[config.mk]
export PLATFORM = sky130hd
export DESIGN_NAME = struct_bank_arbiter
export DESIGN_NICKNAME = d
export VERILOG_FILES = /design/src/rtl/struct_bank_arbiter_pkg.sv /design/src/rtl/struct_bank_arbiter_rr_arb2.sv /design/src/rtl/struct_bank_arbiter.sv
export SDC_FILE = /design/constraint.sdc
export NUM_CORES = 1
export LEC_CHECK = 0
export ABC_AREA = 1
export CAP_MARGIN = 20
export CORE_MARGIN = 2
export CORE_UTILIZATION = 50
export CTS_CLUSTER_SIZE = 28
export DETAILED_ROUTE_END_ITERATION = 16
export PLACE_DENSITY_LB_ADDON = 0.05
export RECOVER_POWER = 50
export SYNTH_ARGS = -nofsm -noshare
export SYNTH_HDL_FRONTEND = slang
export SYNTH_SLANG_ARGS = --single-unit
[constraint.sdc]
create_clock -name clk -period 2 [get_ports clk]
set_input_delay 0.2 -clock clk [delete_from_list [all_inputs] [get_ports clk]]
set_output_delay 0.2 -clock clk [all_outputs]
set_load 0.02 [all_outputs]
[src/rtl/struct_bank_arbiter_pkg.sv]
`default_nettype none
// ============================================================================
// Module   : struct_bank_arbiter_pkg
// Purpose  : Shared types and constants for the struct bank arbiter slice.
//            Defines the byte type, the bank address width, the number of
//            data bytes and the packed bank struct with two guard bytes.
// Ports    : none (package)
// Revision : 1.0 - initial release
// ============================================================================
package struct_bank_arbiter_pkg;

  localparam int NBYTES = 4;
  localparam int ADDR_W = 3;
  localparam int IDX_W  = $clog2(NBYTES);

  typedef logic [7:0]        byte_t;
  typedef logic [ADDR_W-1:0] addr_t;

  // Guard bytes bracket the data array; they only ever hold the fill value.
  typedef struct packed {
    byte_t                   msb;
    byte_t [0:NBYTES-1]      data;
    byte_t                   lsb;
  } bank_t;

  function automatic logic addr_in_range(input addr_t a);
    return (a < ADDR_W'(NBYTES));
  endfunction

  function automatic bank_t bank_fill(input byte_t v);
    bank_t b;
    b.msb = v;
    for (int i = 0; i < NBYTES; i++) begin
      b.data[i] = v;
    end
    b.lsb = v;
    return b;
  endfunction

endpackage
`default_nettype wire

[src/rtl/struct_bank_arbiter_rr_arb2.sv]
`default_nettype none
// ============================================================================
// Module   : rr_arb2
// Purpose  : Two-way round-robin arbiter. A sole requester is granted; when
//            both request, the one not granted most recently wins. Grants are
//            combinational and forced low while rst is high.
// Ports    : clk       - clock
//            rst       - synchronous active-high reset
//            req[1:0]  - request vector
//            gnt[1:0]  - one-hot (or zero) grant vector
// Revision : 1.0 - initial release
// ============================================================================
module rr_arb2 (
  input  logic       clk,
  input  logic       rst,
  input  logic [1:0] req,
  output logic [1:0] gnt
);

  // State names which requester currently holds priority.
  localparam logic [0:0] c_pri0 = 1'b0;
  localparam logic [0:0] c_pri1 = 1'b1;

  logic [0:0] r_state;
  logic [0:0] w_state_next;

  // State register
  always_ff @(posedge clk) begin
    if (rst) begin
      r_state <= c_pri0;
    end else begin
      r_state <= w_state_next;
    end
  end

  // Next state: priority moves to the requester that was not just granted,
  // and only moves on cycles that carry a grant.
  always_comb begin
    w_state_next = r_state;
    if (gnt[0]) begin
      w_state_next = c_pri1;
    end else if (gnt[1]) begin
      w_state_next = c_pri0;
    end
  end

  // Output decode
  always_comb begin
    gnt = 2'b00;
    if (!rst) begin
      case (req)
        2'b01:   gnt = 2'b01;
        2'b10:   gnt = 2'b10;
        2'b11:   gnt = (r_state == c_pri0) ? 2'b01 : 2'b10;
        default: gnt = 2'b00;
      endcase
    end
  end

endmodule
`default_nettype wire

[src/rtl/struct_bank_arbiter.sv]
`default_nettype none
// ============================================================================
// Module   : struct_bank_arbiter
// Purpose  : Four-byte register bank shared by two requesters through a
//            round-robin arbiter. One access per cycle; every access gets a
//            one-cycle-latency response pulse on the granted requester's
//            rvalid with shared rdata/err.
// Ports    : clk, rst             - clock, synchronous active-high reset
//            req0/req1            - access requests
//            we0/we1              - 1 = write, 0 = read
//            addr0/addr1 [2:0]    - byte index, 4..7 out of range
//            wdata0/wdata1 [7:0]  - write data
//            gnt0/gnt1            - combinational grant pulses
//            rvalid0/rvalid1      - response pulses
//            rdata [7:0]          - read data (0 unless a read response)
//            err                  - out-of-range flag, aligned with rvalid
// Revision : 1.0 - initial release
// ============================================================================
module struct_bank_arbiter
  import struct_bank_arbiter_pkg::*;
#(
  parameter byte_t FILL = 8'hFF
) (
  input  logic              clk,
  input  logic              rst,
  input  logic              req0,
  input  logic              req1,
  input  logic              we0,
  input  logic              we1,
  input  logic [ADDR_W-1:0] addr0,
  input  logic [ADDR_W-1:0] addr1,
  input  logic [7:0]        wdata0,
  input  logic [7:0]        wdata1,
  output logic              gnt0,
  output logic              gnt1,
  output logic              rvalid0,
  output logic              rvalid1,
  output logic [7:0]        rdata,
  output logic              err
);

  logic [1:0]       w_gnt;
  logic             w_any;
  logic             w_sel;
  logic             w_we;
  addr_t            w_addr;
  byte_t            w_wdata;
  logic [IDX_W-1:0] w_idx;

  bank_t            r_bank;
  logic [1:0]       r_rvalid;
  byte_t            r_rdata;
  logic             r_err;

  rr_arb2 u_arb (
    .clk (clk),
    .rst (rst),
    .req ({req1, req0}),
    .gnt (w_gnt)
  );

  assign gnt0 = w_gnt[0];
  assign gnt1 = w_gnt[1];

  // Mux the granted requester's access onto a single internal port.
  assign w_any   = |w_gnt;
  assign w_sel   = w_gnt[1];
  assign w_we    = w_sel ? we1    : we0;
  assign w_addr  = w_sel ? addr1  : addr0;
  assign w_wdata = w_sel ? wdata1 : wdata0;
  assign w_idx   = w_addr[IDX_W-1:0];

  always_ff @(posedge clk) begin
    if (rst) begin
      r_bank   <= bank_fill(FILL);
      r_rvalid <= 2'b00;
      r_rdata  <= 8'h00;
      r_err    <= 1'b0;
    end else begin
      r_rvalid <= w_gnt;
      r_rdata  <= 8'h00;
      r_err    <= 1'b0;
      if (w_any) begin
        if (!addr_in_range(w_addr)) begin
          r_err <= 1'b1;
        end else if (w_we) begin
          r_bank.data[w_idx] <= w_wdata;
        end else begin
          r_rdata <= r_bank.data[w_idx];
        end
      end
    end
  end

  // A response registered in the cycle before reset rises would otherwise be
  // visible during the reset cycle; masking with rst drops it.
  assign rvalid0 = r_rvalid[0] & ~rst;
  assign rvalid1 = r_rvalid[1] & ~rst;
  assign rdata   = rst ? 8'h00 : r_rdata;
  assign err     = r_err & ~rst;

endmodule
`default_nettype wire

Word-level counts from Yosys, hierarchy flattened

Index checks and enable logic that the tools add are counted.
Widths: inputs -> output; s select.

Bits in writable memories: 0
Memories kept: 0
Bits in registers: 44
Bits in latches: 0
Word-level logic and storage cells: 43
ROM bits: 0

Multiply operators: 0
Equal/unequal tests: 3
Reductions and logical operators: 6
$add $sub $neg: 0
Multiplexer cells: 16
Div/mod/pow operators: 0
Bitwise logic cells: 7
Shift-type cells: 0
Order comparisons: 3

Operators with widths:

| operator           | number |
|---|---|
| $mux 8             | 5 |
| $bwmux 32          | 1 |
| $bmux 8 s2         | 1 |
| $demux 8 s2        | 1 |
| $pmux 2 s3         | 1 |
| $eq 2x2->1 const B | 2 |
| $mux 1             | 4 |
| $mux 2             | 2 |
| $reduce_or 2->1    | 2 |
| $reduce_or 4->1    | 1 |
| $and 1x1->1        | 3 |
| $ge 3x3->1 const B | 1 |
| $lt 3x1->1 const B | 1 |
| $lt 3x3->1 const B | 1 |
| $mux 3             | 1 |
| $not 1->1          | 3 |
| $not 2->3          | 1 |
| $reduce_and 3->1   | 1 |
| $eq 2x1->1 const B | 1 |
| $reduce_bool 2->1  | 1 |
| $logic_and 1x1->1  | 1 |

Logic depth before layout (Yosys ltp)

Depth after elaboration: 10
Gate-level depth with buffers: 9

Hierarchy

A second synthesis with hierarchy kept.

Cells, all modules: 320
Area, all modules: 2152.1 um^2

Modules (own cells, without submodules):

| module              | area each (um^2) | cells an instance | times used | sequential area each (um^2) |
|---|---|---|---|---|
| struct_bank_arbiter | 2087.0           | 308               | 1          | 860.8 |
| rr_arb2             | 65.1             | 12                | 1          | 20.0 |

Worst setup path after synthesis

Ideal clock, no wire load.

Path type: register -> register
Start: reg u_arb.r_state
End: reg r_bank[10] in the netlist's numbering
Stages on the path, launching flop included: 10
Data required time: 1866 ps
Path slack: 450 ps
Data arrival time: 1416 ps
Buffers on the path: 1
Library setup time: 134 ps
Period minus slack after synthesis: 1550 ps
Cell sequence: dfxtp_1 > inv_1 > nand2_2 > nand2_8 > buf_4 > clkinv_1 > nand2_1 > nand2_1 > nand3_1 > nand3_1

Word-level cells in the longest chain between the ends: 10

Ends and longest elaborated chain:

| element                                                        | line                              | RTL |
|---|---|---|
| start: declaration                                             | struct_bank_arbiter_rr_arb2.sv:24 | `logic [0:0] r_state;` |
| start signal: assignment                                       | struct_bank_arbiter_rr_arb2.sv:30 | `r_state <= c_pri0;` |
| start signal: assignment                                       | struct_bank_arbiter_rr_arb2.sv:32 | `r_state <= w_state_next;` |
| $mux 2 (*)                                                     | struct_bank_arbiter_rr_arb2.sv:54 | `2'b11: gnt = (r_state == c_pri0) ? 2'b01 : 2'b10;` |
| $pmux 2 s3 (*)                                                 | struct_bank_arbiter_rr_arb2.sv:51 | `case (req)` |
| $mux 2 (*)                                                     | struct_bank_arbiter_rr_arb2.sv:50 | `if (!rst) begin` |
| net gnt1                                                       | struct_bank_arbiter.sv:35         | `output logic gnt1,` |
| $mux 3                                                         | struct_bank_arbiter.sv:69         | `assign w_addr = w_sel ? addr1 : addr0;` |
| $not 2->3 (not written as such)                                | struct_bank_arbiter.sv:87         | `r_bank.data[w_idx] <= w_wdata;` |
| $ge 3x3->1 (not written as such) or $lt 3x1->1 (tied branches) | struct_bank_arbiter.sv:87         |  |
| $logic_and 1x1->1 (not written as such)                        | struct_bank_arbiter.sv:87         |  |
| $mux 8 (not written as such)                                   | struct_bank_arbiter.sv:87         |  |
| $demux 8 s2                                                    | struct_bank_arbiter.sv:87         |  |
| $bwmux 32                                                      | struct_bank_arbiter.sv:87         |  |
| end signal: assignment                                         | struct_bank_arbiter.sv:75         | `r_bank <= bank_fill(FILL);` |
| end: declaration                                               | struct_bank_arbiter.sv:50         | `bank_t r_bank;` |

The timed path passes the listed nets; every way through them passes the cells marked *.
A chain may end at the register's enable or synchronous reset.

Final worst setup path

Start: in req1
End: out gnt1

Word-level cells in the longest chain between the ends: 3

Ends and longest elaborated chain:

| element                                  | line                              | RTL |
|---|---|---|
| start: declaration                       | struct_bank_arbiter.sv:27         | `input logic req1,` |
| $eq 2x2->1 or $eq 2x1->1 (tied branches) | struct_bank_arbiter_rr_arb2.sv:51 |  |
| $pmux 2 s3 (*)                           | struct_bank_arbiter_rr_arb2.sv:51 |  |
| $mux 2 (*)                               | struct_bank_arbiter_rr_arb2.sv:50 |  |
| end: declaration                         | struct_bank_arbiter.sv:35         |  |

Mark *: on every way between the ends. The rest lies on a longest branch, timed or not.

==> parameters.txt <==
Parameter                              Value

Detailed routing
  DR iter-0 viols    127
  Number of design rule violations left after detail routing    0
  Count of vias placed by the detailed router    2208
  Antenna Nets Post-Route    0
  Wire length after detailed routing    5540 um
  Vias per cell    5.13
  Routed wire per std cell    12.9 um
  Number of iterations in the first detailed-routing pass    4

Logic synthesis
  Post-Syn Instances    318
  Area fraction in and, or, nand and nor cells after synthesis    52.1%
  Mean cell area of the mapped netlist    7.24 sq um
  Area share of xor/xnor cells in the synthesized design    0%
  Synthesis warning total    0
  Multiplexer share of the synthesized area    0%
  Distinct cells, synth    21
  Flip-flop and latch count after synthesis    44
  Sequential area share after synthesis    38.2%
  Synth Area in Adders    0%
  Largest family of logic cells by synthesized area    simple AND/OR/NAND/NOR gates
  Synth Cell Area    2300 sq um
  Compound-cell area share of the yosys netlist    2.28%
  Synthesized net count    346

Place
  Gp weighted congestion    0.898
  Buffers on Ports    40
  Area after DPL    2870 sq um
  Placed cell count    420
  HPWL reported at the end of detailed placement    4190 um
  DP Worst Slack    18.1 ps

Cells and area
  Filler instances    414
  Area growth from synthesis to layout    28.7%
  Area taken by multi-input logic gates    1250 sq um
  Number of standard cells in the layout, taps in and fillers out    430
  Number of nets at the end of the flow    405
  Layout Cell Area excl Fill    2970 sq um
  Antenna diodes    0
  Layout cells sized above 1    14.0%
  Footprint of the flip-flops and latches    881 sq um

Floorplanning
  Std cell rows    24
  Core Footprint    4380 sq um
  Die span in y    71.9 um
  DIE WIDTH    71.9 um
  Total I/O pin count    41
  Initial core utilization    52.5%
  Total die area    5170 sq um

Clock tree
  Clock root cell    sky130_fd_sc_hd__clkbuf_8
  Clock edge transition at the registers on the reported setup and hold paths    80 ps
  Maximum buffer depth of the clock tree    2
  Clock insertion delay at the later pin of the skew report    300 ps
  Clock Sink Count    44
  Number of buffers created by CTS    5
  CTS tree    yes
  Number of levels in the clock H-tree    2

STA
  Maximum achievable frequency    0.518 GHz
  Minimum clock period    1930 ps
  Setup slack of the critical path after layout    69.7 ps
  RSZ-0062 raised after global routing    no
  Headroom to the max-slew limit    58.8%
  Slew at the pin with the worst max-slew slack    616 ps
  Worst setup skew after layout    6.92 ps
  Hold Violations, Final    0
  Setup TNS Final    0 ps
  # setup viols final    0
  Final-report max-slew violation count    0
  Final period utilization    96.5%

Power and ir drop
  Leakage power figure    1.55 nW
  Total design power    0.00195 W
  Power Dens Cells    657 nW/um^2
  Worst voltage drop across the vdd grid    0.000572 V

Hold path
  Class of the tightest hold or removal check    input pin to flop
  Hold wc startpoint    rst
  Cells on Worst Hold Path    3

Global route
  All-layer global routing usage    23.3%
  Largest net degree at the start of global routing    33
  Number of antenna violations at the first check in global routing    0
  First-pass GRT wire length    9390 um
  Number of global-route vias before repair    2024
  Leftover overflow at the end of global routing    0

Critical path
  CP startpoint    req1
  Data required time of the worst path    1800 ps
  Worst setup endpoint    gnt1
  Crit. End Element    output port
  Peak fanout along the critical path    9
  Reg-to-Reg Start    u_arb.r_state$_SDFFE_PP0N_
  R2R depth    9
  Signal arrival time at the worst endpoint    1730 ps
  Kind of start point of the critical path    input pin
  Critical R2R Capture    r_bank[26]$_SDFFE_PP1P_
  R2r setup slk    200 ps
  Category of the most critical setup path    input pin to output port

Status
  Status    finished, final reports clean

Job
  Count of maximum capacitance violations    0
## placed cells by master, fill, tap and decap left out, types with 8 or more instances in the layout
| cell | synthesis | layout |
|---|---|---|
| sky130_fd_sc_hd__nor2_1 | 12 | 12 |
| sky130_fd_sc_hd__clkdlybuf4s50_1 | 0 | 27 |
| sky130_fd_sc_hd__dlygate4sd3_1 | 0 | 10 |
| sky130_fd_sc_hd__inv_1 | 22 | 22 |
| sky130_fd_sc_hd__buf_4 | 1 | 17 |
| sky130_fd_sc_hd__dfxtp_1 | 44 | 44 |
| sky130_fd_sc_hd__a21oi_1 | 9 | 9 |
| sky130_fd_sc_hd__nand2_4 | 9 | 8 |
| sky130_fd_sc_hd__nand2_1 | 108 | 109 |
| sky130_fd_sc_hd__nand3_1 | 83 | 83 |
## report_power, final
group          internal [W]  total [W]  switching [W]
Combinational      0.000182   0.000436       0.000255
Clock              0.000280   0.000588       0.000308
Sequential         0.000907   0.000923      0.0000157
## metrics by stage
step | util [%] | hold slack [ps]
3_5_place_dp | 65.5 | 445
6_report | 67.6 | 432
3_3_place_gp | 65.5 | 439
4_1_cts | 67.7 | 467
5_1_grt | 67.6 | 472
2_1_floorplan | - | 383
## cell type report
cell class | count | share of cell area [%]
sequential | 44 | 29.7
timing repair buffer | 61 | 19.7
multi-input combinational | 241 | 42.0
inverter | 24 | 3.04
clock inverter | 2 | 0.506
tap | 52 | 2.19
clock buffer | 6 | 2.78
## timing repair
action / CTS / global route
hold buffers: 0 / 0
gates resized for setup: 0 / 3
setup buffers: 0 / 2
endpoints found under the setup margin: 0 / 3
## Yosys cell counts
cell / count / area share [%]
sky130_fd_sc_hd__a211oi_1: 1 / 0.33
sky130_fd_sc_hd__a21oi_1: 9 / 2.0
sky130_fd_sc_hd__buf_4: 1 / 0.33
sky130_fd_sc_hd__buf_6: 1 / 0.49
sky130_fd_sc_hd__buf_8: 3 / 2.0
sky130_fd_sc_hd__clkbuf_1: 4 / 0.65
sky130_fd_sc_hd__clkinv_1: 1 / 0.16
sky130_fd_sc_hd__dfxtp_1: 44 / 38
sky130_fd_sc_hd__inv_1: 22 / 3.6
sky130_fd_sc_hd__inv_2: 1 / 0.16
sky130_fd_sc_hd__nand2_1: 108 / 18
sky130_fd_sc_hd__nand2_2: 5 / 1.4
sky130_fd_sc_hd__nand2_4: 9 / 4.4
sky130_fd_sc_hd__nand2_8: 1 / 0.87
sky130_fd_sc_hd__nand3_1: 83 / 18
sky130_fd_sc_hd__nand3_2: 2 / 0.87
sky130_fd_sc_hd__nand3_4: 1 / 0.76
sky130_fd_sc_hd__nand3b_1: 2 / 0.65
sky130_fd_sc_hd__nor2_1: 12 / 2.0
sky130_fd_sc_hd__nor2_8: 6 / 5.2
sky130_fd_sc_hd__nor3_1: 2 / 0.43
## routing by layer
layer | vias up | track usage (%) | share of wire (%)
met5 | - | 0 | 0
met4 | 0 | 10.5 | 2.6
met3 | 12 | 3.09 | 6.0
met2 | 87 | 38.0 | 47
met1 | 958 | 31.0 | 44
li1 | 1151 | - | -
## kinds of logic (layout without fill, tap and decap cells)
kind of cell    count (synthesis)  after routing
simple gates                  231            231
flops                          44             44
buf+inv                        33             93
compound gates                 10             10
## worst min-delay path by stage
| stage | endpoint | slack, ps |
|---|---|---|
| finish | u_arb.r_state$_SDFFE_PP0N_ | 430 |
| global route | u_arb.r_state$_SDFFE_PP0N_ | 470 |
| CTS | r_bank[11]$_SDFFE_PP1P_ | 470 |
| detailed placement | r_bank[10]$_SDFFE_PP1P_ | 440 |
| global placement | r_bank[13]$_SDFFE_PP1P_ | 440 |
| floorplan | r_rvalid[0]$_SDFF_PP0_ | 380 |
## flip-flops by register name, summed over array words and instances (netlist names)
name,count
r_bank,32
r_rdata,8
r_rvalid,2
r_err,1
u_arb.r_state,1
## critical path, stage by stage
cell                              delay [ps]
sky130_fd_sc_hd__clkdlybuf4s50_1         500
sky130_fd_sc_hd__inv_2                    70
sky130_fd_sc_hd__nor2_8                  170
sky130_fd_sc_hd__nand2_8                 110
sky130_fd_sc_hd__clkinv_1                 70
sky130_fd_sc_hd__clkdlybuf4s50_1         600
Note: power is estimated with default switching activity, not from simulation.
